===== config.mk =====
export PLATFORM = sky130hd
export DESIGN_NAME = combination_block
export DESIGN_NICKNAME = d
export VERILOG_FILES = /design/src/rtl/gcn_pkg.sv /design/src/rtl/adj_row_accumulator.sv /design/src/rtl/combination_block.sv
export SDC_FILE = /design/constraint.sdc
export NUM_CORES = 1
export LEC_CHECK = 0
export ABC_AREA = 1
export BUFFER_PORTS_ARGS = -buffer_cell sky130_fd_sc_hd__buf_2
export CAP_MARGIN = 20
export CORE_ASPECT_RATIO = 1.4
export CORE_MARGIN = 8
export CORE_UTILIZATION = 60
export CTS_CLUSTER_SIZE = 14
export DETAILED_ROUTE_END_ITERATION = 12
export MAX_ROUTING_LAYER = met4
export PLACE_DENSITY = 0.87
export SLEW_MARGIN = 20
export SYNTH_ARGS = -nofsm -noshare
export SYNTH_HDL_FRONTEND = slang
export SYNTH_SLANG_ARGS = --single-unit

===== constraint.sdc =====
create_clock -name clk -period 4.14 [get_ports clk]
set_clock_uncertainty 0.15 [all_clocks]
set_input_delay 0 -clock clk [delete_from_list [all_inputs] [get_ports clk]]
set_output_delay 0 -clock clk [all_outputs]
set_load 0.05 [all_outputs]

===== src/rtl/gcn_pkg.sv =====
// Shared types and sizing for the GCN aggregation datapath.
// Node ids on the COO bus are 1-indexed; row indices inside the datapath are 0-indexed.
package gcn_pkg;

   localparam int FEATURE_ROWS      = 6;
   localparam int WEIGHT_COLS       = 3;
   localparam int DOT_PROD_WIDTH    = 16;
   localparam int COO_NUM_OF_COLS   = 6;
   localparam int COO_BW            = $clog2(COO_NUM_OF_COLS);
   localparam int FEATURE_WIDTH     = $clog2(FEATURE_ROWS);
   localparam int COO_ADDRESS_WIDTH = COO_BW;

   typedef logic [DOT_PROD_WIDTH-1:0] elem_t;
   typedef elem_t row_t [WEIGHT_COLS];

   typedef enum logic [1:0] {IDLE, FETCH, ACC, DONE} state_t;

   // A node id is usable only if it names a real row (1..FEATURE_ROWS).
   function automatic logic node_valid(input logic [COO_BW-1:0] id);
      return (id != '0) && (int'(id) <= FEATURE_ROWS);
   endfunction

endpackage


===== src/rtl/adj_row_accumulator.sv =====
// Row bank holding ADJ_FM_WM: one accumulate port, one combinational read port.
// Reads of a row index beyond the bank return zeros.
module adj_row_accumulator
   import gcn_pkg::*;
(
   input  logic                     clk,
   input  logic                     reset,
   input  logic                     i_acc_en,
   input  logic [FEATURE_WIDTH-1:0] i_acc_idx,
   input  row_t                     i_addend,
   input  logic [FEATURE_WIDTH-1:0] i_rd_idx,
   output row_t                     o_rd_row
);

   row_t r_bank [FEATURE_ROWS];

   always_ff @(posedge clk or negedge reset) begin
      if (!reset) begin
         for (int r = 0; r < FEATURE_ROWS; r++) begin
            for (int j = 0; j < WEIGHT_COLS; j++) begin
               r_bank[r][j] <= '0;
            end
         end
      end else if (i_acc_en && (int'(i_acc_idx) < FEATURE_ROWS)) begin
         // Modulo-2^DOT_PROD_WIDTH wraparound is intended.
         for (int j = 0; j < WEIGHT_COLS; j++) begin
            r_bank[i_acc_idx][j] <= r_bank[i_acc_idx][j] + i_addend[j];
         end
      end
   end

   always_comb begin
      for (int j = 0; j < WEIGHT_COLS; j++) begin
         o_rd_row[j] = '0;
      end
      if (int'(i_rd_idx) < FEATURE_ROWS) begin
         o_rd_row = r_bank[i_rd_idx];
      end
   end

endmodule


===== src/rtl/combination_block.sv =====
// GCN aggregation stage: walks the COO edge list once per run and accumulates
// FM_WM[src-1] into ADJ_FM_WM[dst-1]; two cycles per edge (FETCH, ACC).
module combination_block
   import gcn_pkg::*;
(
   input  logic                         clk,
   input  logic                         reset,
   input  logic                         done_trans,
   input  logic [COO_BW-1:0]            coo_in [0:1],
   input  logic [DOT_PROD_WIDTH-1:0]    fm_wm_row_data [0:WEIGHT_COLS-1],
   input  logic [FEATURE_WIDTH-1:0]     read_row,
   output logic [COO_ADDRESS_WIDTH-1:0] coo_address,
   output logic [FEATURE_WIDTH-1:0]     read_fm_wm_row,
   output logic                         done_comb,
   output logic [DOT_PROD_WIDTH-1:0]    adj_fm_wm_row [0:WEIGHT_COLS-1],
   output logic [1:0]                   o_dbg_state
);

   state_t                         r_state;
   logic [COO_ADDRESS_WIDTH-1:0]   r_edge;
   logic [COO_ADDRESS_WIDTH-1:0]   r_coo_address;
   logic [FEATURE_WIDTH-1:0]       r_read_fm_wm_row;
   logic [FEATURE_WIDTH-1:0]       r_dst_idx;
   logic                           r_edge_valid;
   logic                           r_done_comb;

   logic [FEATURE_WIDTH-1:0]       w_src_idx;
   logic [FEATURE_WIDTH-1:0]       w_dst_idx;
   logic                           w_acc_en;
   row_t                           w_addend;
   row_t                           w_rd_row;

   assign w_src_idx = FEATURE_WIDTH'(coo_in[0] - COO_BW'(1));
   assign w_dst_idx = FEATURE_WIDTH'(coo_in[1] - COO_BW'(1));
   assign w_acc_en  = (r_state == ACC) && r_edge_valid;

   always_ff @(posedge clk or negedge reset) begin
      if (!reset) begin
         r_state          <= IDLE;
         r_edge           <= '0;
         r_coo_address    <= '0;
         r_read_fm_wm_row <= '0;
         r_dst_idx        <= '0;
         r_edge_valid     <= 1'b0;
         r_done_comb      <= 1'b0;
      end else begin
         case (r_state)
            IDLE: begin
               r_coo_address <= '0;
               if (done_trans) begin
                  r_edge  <= '0;
                  r_state <= FETCH;
               end
            end
            FETCH: begin
               // Invalid edges still consume their slot but never write.
               r_read_fm_wm_row <= w_src_idx;
               r_dst_idx        <= w_dst_idx;
               r_edge_valid     <= node_valid(coo_in[0]) && node_valid(coo_in[1]);
               r_state          <= ACC;
            end
            ACC: begin
               if (r_edge == COO_ADDRESS_WIDTH'(COO_NUM_OF_COLS - 1)) begin
                  r_state <= DONE;
               end else begin
                  r_edge        <= r_edge + 1'b1;
                  r_coo_address <= r_edge + 1'b1;
                  r_state       <= FETCH;
               end
            end
            DONE: begin
               r_done_comb <= 1'b1;
            end
            default: r_state <= IDLE;
         endcase
      end
   end

   always_comb begin
      for (int j = 0; j < WEIGHT_COLS; j++) begin
         w_addend[j]      = fm_wm_row_data[j];
         adj_fm_wm_row[j] = w_rd_row[j];
      end
   end

   adj_row_accumulator u_acc (
      .clk      (clk),
      .reset    (reset),
      .i_acc_en (w_acc_en),
      .i_acc_idx(r_dst_idx),
      .i_addend (w_addend),
      .i_rd_idx (read_row),
      .o_rd_row (w_rd_row)
   );

   assign coo_address    = r_coo_address;
   assign read_fm_wm_row = r_read_fm_wm_row;
   assign done_comb      = r_done_comb;
   assign o_dbg_state    = r_state;

endmodule


==> flow_summary.ini, run 1 <==
[run_status]
status = finished, violations left
failed_checks = negative hold slack

[job]
cap_violations = 0

[grt]
overflow = 0
grt_pass1_vias = 19274
grt_first_pass_wirelength_um = 102000
antenna_found_initial = 2
track_usage_pct = 36.0
grt_start_max_net_pins = 120

[die]
die_w_um = 164
row_count = 76
ios = 117
die_h_um = 223
dieArea_um2 = 36500
initial_core_util_pct = 60.3
core_area_um2 = 30400

[worst_hold_path]
hold_depth = 4
holdCritStartpoint = fm_wm_row_data[5]
hold_end = u_acc.r_bank[101]$_DFFE_PN0P_
holdCritPathClass = in -> reg

[setup_path]
cp_cell_sequence = inv_2 > nand3_2 > buf_4 > inv_2 > buf_4 > a22oi_1 > o2111ai_1 > ha_1 > a21oi_1 > o21ai_2 > nand2_1 > nand2_1 > nand2_1 > nand3b_1 > nand3_1 > nand2_1
critical_path_arrival_ns = 4.26
cpMostUsedCell = nand2_1
crit_family = simple AND/OR/NAND/NOR gates
crit_slowest_cell = dfrtp_1
worstReg2RegStart = r_dst_idx[2]$_DFFE_PN0P_
slowest_delay_ns = 0.58
r2r-end = u_acc.r_bank[72]$_DFFE_PN0P_
start_kind = flip-flop
critical_path_buf_inv_count = 4
timing_worst_setup_path_type = reg -> reg
crit_path_start = r_dst_idx[2]$_DFFE_PN0P_
end_kind = flip-flop
crit_required_ns = 4.46
rr_worst_depth = 16
rrSetupSlack_ns = 0.20
crit_fanout = 9

[placed_design]
hpwl_um = 39400
port_buffers = 116
place_area_um2 = 19200
dpl.cell_count = 2917
dp_worst_setup_slack_ns = 0.472
gp_congestion = 1.01

[timing]
timing.hold.ws_ns = -0.00130
fin_tns_setup_ns = 0
clock.fmax_mhz = 254
finalSetupViolations = 0
drv_slew = 0
fin_crit_sh_pct = 95.2
period_needed_ns = 3.94
grt_setup_unrepaired = no
hold_viol_final = 1
relSlewSlack_pct = 23.9
worst_slack_ns = 0.201
worst_pin_slew_ns = 1.14

[pwr]
peakVddDrop_v = 0.000496
p_int_mw = 9.84
seqPwrFrac_pct = 25.6
clockPowerShare_pct = 14.6
p_switching_mw = 10.7
p_sw_share_pct = 52.1
p_comb_share_pct = 59.8
p_leak_nw = 10.4
p_per_area_nw_per_um2 = 987

[synth]
syn_avg_cell_area_um2 = 7.35
ys_seq_elements = 304
synth_edf_count = 0
yosysWarnings = 0
ys.flop_type = dfrtp_1
async_flop_share_pct = 100
netlist_instances = 2498
ys_types = 47
synth_area_um2 = 18400
ys_seq_area_share_pct = 41.4
syn_nets = 2619

[layout]
fin_cells = 3025
drive_above_1_share_pct = 9.80
design_area_um2 = 20800
finalNetCount = 2734
area_growth_pct = 13.4
final_cell_mix = 754 x nand2_1, 334 x o21ai_0, 304 x dfrtp_1
final_common_cell = nand2_1

[clock_network]
cts_made_buffers = 30
clk_pin_slew_ns = 0.07
cts_tree = done
clkLatencyLatePin_ns = 0.60
cts_root_buffer = clkbuf_16
post_cts_buffers = 0
postCtsHoldBufs = 54
h-tree-depth = 1
cts_sinks = 304
clockBufferDepth = 3
post_cts_resized = 0

[drt]
vias = 19448
wl_um = 64100
drtAntennaViolNets = 0
first_pass_iters = 6
drc = 0
drt_iter0_drc = 2547
wire_per_inst_um = 21.2
via_per_inst = 6.43
-- state kept, by name, indices dropped and copies added (netlist names) --
| name | cells |
|---|---|
| r_edge | 3 |
| read_fm_wm_row | 3 |
| u_acc.r_bank | 288 |
| r_dst_idx | 3 |
| r_edge_valid | 1 |
| o_dbg_state | 2 |
| done_comb | 1 |
| coo_address | 3 |
-- metrics by stage --
step	power [mW]	util [%]	hold slack [ns]
3_3_place_gp	16.6	63.1	-0.154
4_1_cts	20.1	68.4	0.000418
2_1_floorplan	13.4	-	-0.446
5_1_grt	22.0	68.4	0.0503
6_report	20.5	68.4	-0.00130
3_5_place_dp	17.0	63.1	-0.148
-- per-layer routing --
metal,vias to the layer above,track usage [%],share of wire (%),wire length [µm]
li1,8536,-,-,-
met1,9011,41.5,34,22100
met2,1459,53.7,45,28800
met3,442,7.88,12,7560
met4,0,28.1,8.9,5680
met5,-,-,0,0
-- cells in the mapped netlist (20+ instances only) --
cell | instances | share of area [%]
nand2_1 | 754 | 15
o21ai_0 | 334 | 9.1
dfrtp_1 | 304 | 41
inv_1 | 204 | 4.2
nand3_1 | 160 | 4.4
a21oi_1 | 135 | 3.7
nor2_1 | 123 | 2.5
clkbuf_1 | 64 | 1.3
ha_1 | 58 | 4.0
buf_2 | 57 | 1.6
a22oi_1 | 42 | 1.7
o21ai_1 | 28 | 0.76
o22ai_1 | 21 | 0.72
nor3_1 | 20 | 0.55
-- cell families (layout without fill, tap and decap cells) --
family / count (synthesis) / after routing / synth area share (%)
DFF: 304 / 304 / 41.4
AOI/OAI and AO/OA: 650 / 650 / 20.0
muxes: 1 / 1 / 0.0613
xor gates and xnor gates: 22 / 22 / 1.05
adders and majority gates: 61 / 61 / 4.28
and+or+nand+nor: 1098 / 1098 / 24.8
buffers and inverters: 362 / 497 / 8.38
other: 0 / 2 / 0
-- power groups by stage --
stage               clock (mW)  sequential, mW  combinational (mW)
CTS                       2.97            5.20                11.9
finish                    2.99            5.27                12.3
global placement             0            5.17                11.4
floorplan                    0            5.04                8.37
detailed placement           0            5.23                11.7
global route              3.11            5.39                13.5
-- worst reg2reg max path: stages, from the launching register on --
cell and delay, ns:
dfrtp_1 0.58, inv_2 0.14, nand3_2 0.15, buf_4 0.22
inv_2 0.13, buf_4 0.20, a22oi_1 0.19, o2111ai_1 0.40
ha_1 0.51, a21oi_1 0.20, o21ai_2 0.11, nand2_1 0.08
nand2_1 0.12, nand2_1 0.11, nand3b_1 0.27, nand3_1 0.19
nand2_1 0.06
-- area by class of cell --
cell class	instances	area, µm²
inverters	220	835
repair buffers	225	1610
clock buffers	40	860
diodes	2	5.00
well taps	390	488
multi-input cells	1832	9220
flip-flops and latches	304	7610
clock inverters	12	191
fillers	2447	9610
-- worst max-delay path by stage --
stage | cells past startpoint | slack (ns) | end
final | 16 | 0.20 | u_acc.r_bank[72]$_DFFE_PN0P_
after global routing | 17 | 0.06 | u_acc.r_bank[127]$_DFFE_PN0P_
after CTS | 13 | 0.45 | u_acc.r_bank[54]$_DFFE_PN0P_
after detailed placement | 13 | 0.47 | u_acc.r_bank[54]$_DFFE_PN0P_
after global placement | 16 | 0.58 | u_acc.r_bank[24]$_DFFE_PN0P_
after floorplan | 18 | 1.18 | u_acc.r_bank[232]$_DFFE_PN0P_
No activity file was read; power rests on OpenSTA's default activity.
==> inputs of run 2 (changes only) <==
--- a/config.mk
+++ b/config.mk
@@ -6,15 +6,17 @@
 export NUM_CORES = 1
 export LEC_CHECK = 0
 export ABC_AREA = 1
-export BUFFER_PORTS_ARGS = -buffer_cell sky130_fd_sc_hd__buf_2
 export CAP_MARGIN = 20
+export CELL_PAD_IN_SITES_DETAIL_PLACEMENT = 1
+export CELL_PAD_IN_SITES_GLOBAL_PLACEMENT = 2
 export CORE_ASPECT_RATIO = 1.4
 export CORE_MARGIN = 8
-export CORE_UTILIZATION = 60
+export CORE_UTILIZATION = 38
 export CTS_CLUSTER_SIZE = 14
 export DETAILED_ROUTE_END_ITERATION = 12
+export DONT_BUFFER_PORTS = 1
 export MAX_ROUTING_LAYER = met4
-export PLACE_DENSITY = 0.87
+export PLACE_DENSITY = 0.89
 export SLEW_MARGIN = 20
 export SYNTH_ARGS = -nofsm -noshare
 export SYNTH_HDL_FRONTEND = slang
==> run 2 against run 1 <==
The flow still finishes with violations (negative hold slack). Count of clock-buffer cells in the layout up 12. Final cell count up 4.7%. Register-to-register slack hardly changed. Clock power up 10%. Sequential share of layout area hardly changed. Routed wire length is 18% higher. Total power up 2.0%. Fmax is 0.15% higher. Critical path type unchanged. Largest cell class unchanged.
==> flow_summary.ini, run 2 (synthesis results as in run 1) <==
[clock_network]
clockBufferDepth = 3
clkLatencyLatePin_ns = 0.55
cts_sinks = 304
post_cts_buffers = 0
cts_made_buffers = 36
cts_root_buffer = clkbuf_16
clk_pin_slew_ns = 0.06
post_cts_resized = 0
postCtsHoldBufs = 55
cts_tree = done
h-tree-depth = 2

[die]
die_w_um = 202
row_count = 95
dieArea_um2 = 55700
core_area_um2 = 47900
initial_core_util_pct = 38.3
die_h_um = 276
ios = 117

[timing]
drv_slew = 0
grt_setup_unrepaired = no
fin_crit_sh_pct = 95.0
period_needed_ns = 3.93
finalSetupViolations = 0
relSlewSlack_pct = 22.7
worst_pin_slew_ns = 1.15
clock.fmax_mhz = 254
timing.hold.ws_ns = -0.975
hold_viol_final = 304
fin_tns_setup_ns = 0

[drt]
via_per_inst = 5.83
wire_per_inst_um = 23.8
first_pass_iters = 5
vias = 18450
wl_um = 75400
drtAntennaViolNets = 0
drc = 0
drt_iter0_drc = 1180

[placed_design]
hpwl_um = 47600
gp_congestion = 0.882
port_buffers = 0

[setup_path]
crit_family = adder cells
end_kind = flip-flop
rr_worst_depth = 14
crit_required_ns = 4.38
crit_end = u_acc.r_bank[150]$_DFFE_PN0P_
critical_path_arrival_ns = 4.18
crit_path_start = r_dst_idx[0]$_DFFE_PN0P_
cpMostUsedCell = nand2_1
crit_fanout = 19
cp.depth = 14
r2r-end = u_acc.r_bank[150]$_DFFE_PN0P_
slowest_delay_ns = 0.62
crit_slowest_cell = dfrtp_1
timing_worst_setup_path_type = reg -> reg
worstReg2RegStart = r_dst_idx[0]$_DFFE_PN0P_
critical_path_buf_inv_count = 2
rrSetupSlack_ns = 0.21
cp_cell_sequence = inv_4 > nand2_4 > buf_4 > nor2_1 > a221oi_1 > o211ai_1 > ha_1 > fa_1 > nand3_1 > nand2_1 > nand2_1 > nand2_1 > xnor2_1 > o21ai_0
start_kind = flip-flop

[grt]
grt_use_met1_pct = 30.9
overflow = 0
antenna_found_initial = 6
grt_use_met2_pct = 47.3
grt_start_max_net_pins = 305
grt_first_pass_wirelength_um = 117000
top_usage_layer = met2
use_met3_pct = 3.80
grt_pass1_vias = 19581
track_usage_pct = 27.4

[pwr]
p_per_area_nw_per_um2 = 1010
p_leak_nw = 10.1
peakVddDrop_v = 0.000448
p_total_mw = 21.0

[worst_hold_path]
holdCritPathClass = in -> async

[layout]
n_fill_cell = 5970
drive_above_1_share_pct = 6.60
final_common_cell = nand2_1
final_cell_mix = 754 x nand2_1, 309 x o21ai_0, 304 x dfrtp_1
area_growth_pct = 13.4
largest_reg_flops = 288
regMostFlops = u_acc.r_bank
finalNetCount = 2626

[run_status]
failed_checks = negative hold slack
status = finished, violations left

[job]
cap_violations = 0
-- run 2: metal layers --
metal  up-vias  wire length, µm
met5         -                0
met4         0             3830
met3       227             3750
met2       567            38200
met1      9321            29600
li1       8335                -
-- run 2: layout make-up --
| cell class | instances | area (µm²) | area share, % |
|---|---|---|---|
| Clock buffer | 52 | 1050 | 5.05 |
| Multi-Input combinational cell | 1832 | 9310 | 44.7 |
| Tap cell | 630 | 788 | 3.79 |
| Sequential cell | 304 | 7610 | 36.5 |
| Clock inverter | 11 | 138 | 0.661 |
| Inverter | 220 | 836 | 4.01 |
| Antenna cell | 6 | 15.0 | 0.0721 |
| Timing Repair Buffer | 111 | 1070 | 5.16 |
-- run 2: worst min path at each step --
stage / from / to / slack, ns / cells past startpoint
after floorplan: reset / coo_address[0]$_DFFE_PN0P_ / -0.45 / 0
after global placement: reset / u_acc.r_bank[50]$_DFFE_PN0P_ / -0.42 / 0
after detailed placement: reset / u_acc.r_bank[50]$_DFFE_PN0P_ / -0.42 / 0
after CTS: reset / u_acc.r_bank[69]$_DFFE_PN0P_ / -0.99 / 0
after global routing: reset / u_acc.r_bank[50]$_DFFE_PN0P_ / -0.99 / 0
final: reset / u_acc.r_bank[50]$_DFFE_PN0P_ / -0.97 / 0
-- run 2: where the power goes --
| part | total [mW] | internal [mW] | switching, mW |
|---|---|---|---|
| Clock | 3.30 | 1.95 | 1.35 |
| Combinational | 12.3 | 3.64 | 8.66 |
| Sequential | 5.36 | 4.28 | 1.08 |
-- run 2: metrics by stage --
step	setup WS (ns)	hold slack (ns)	instance area, µm²	cells	util (%)
6_report	0.207	-0.975	20800	3166	43.5
5_1_grt	0.0154	-0.991	20800	3166	43.5
3_3_place_gp	0.356	-0.418	19100	3041	39.8
3_5_place_dp	0.338	-0.418	19100	3042	39.8
4_1_cts	0.274	-0.991	20800	3160	43.4
2_1_floorplan	1.18	-0.446	18400	2498	-
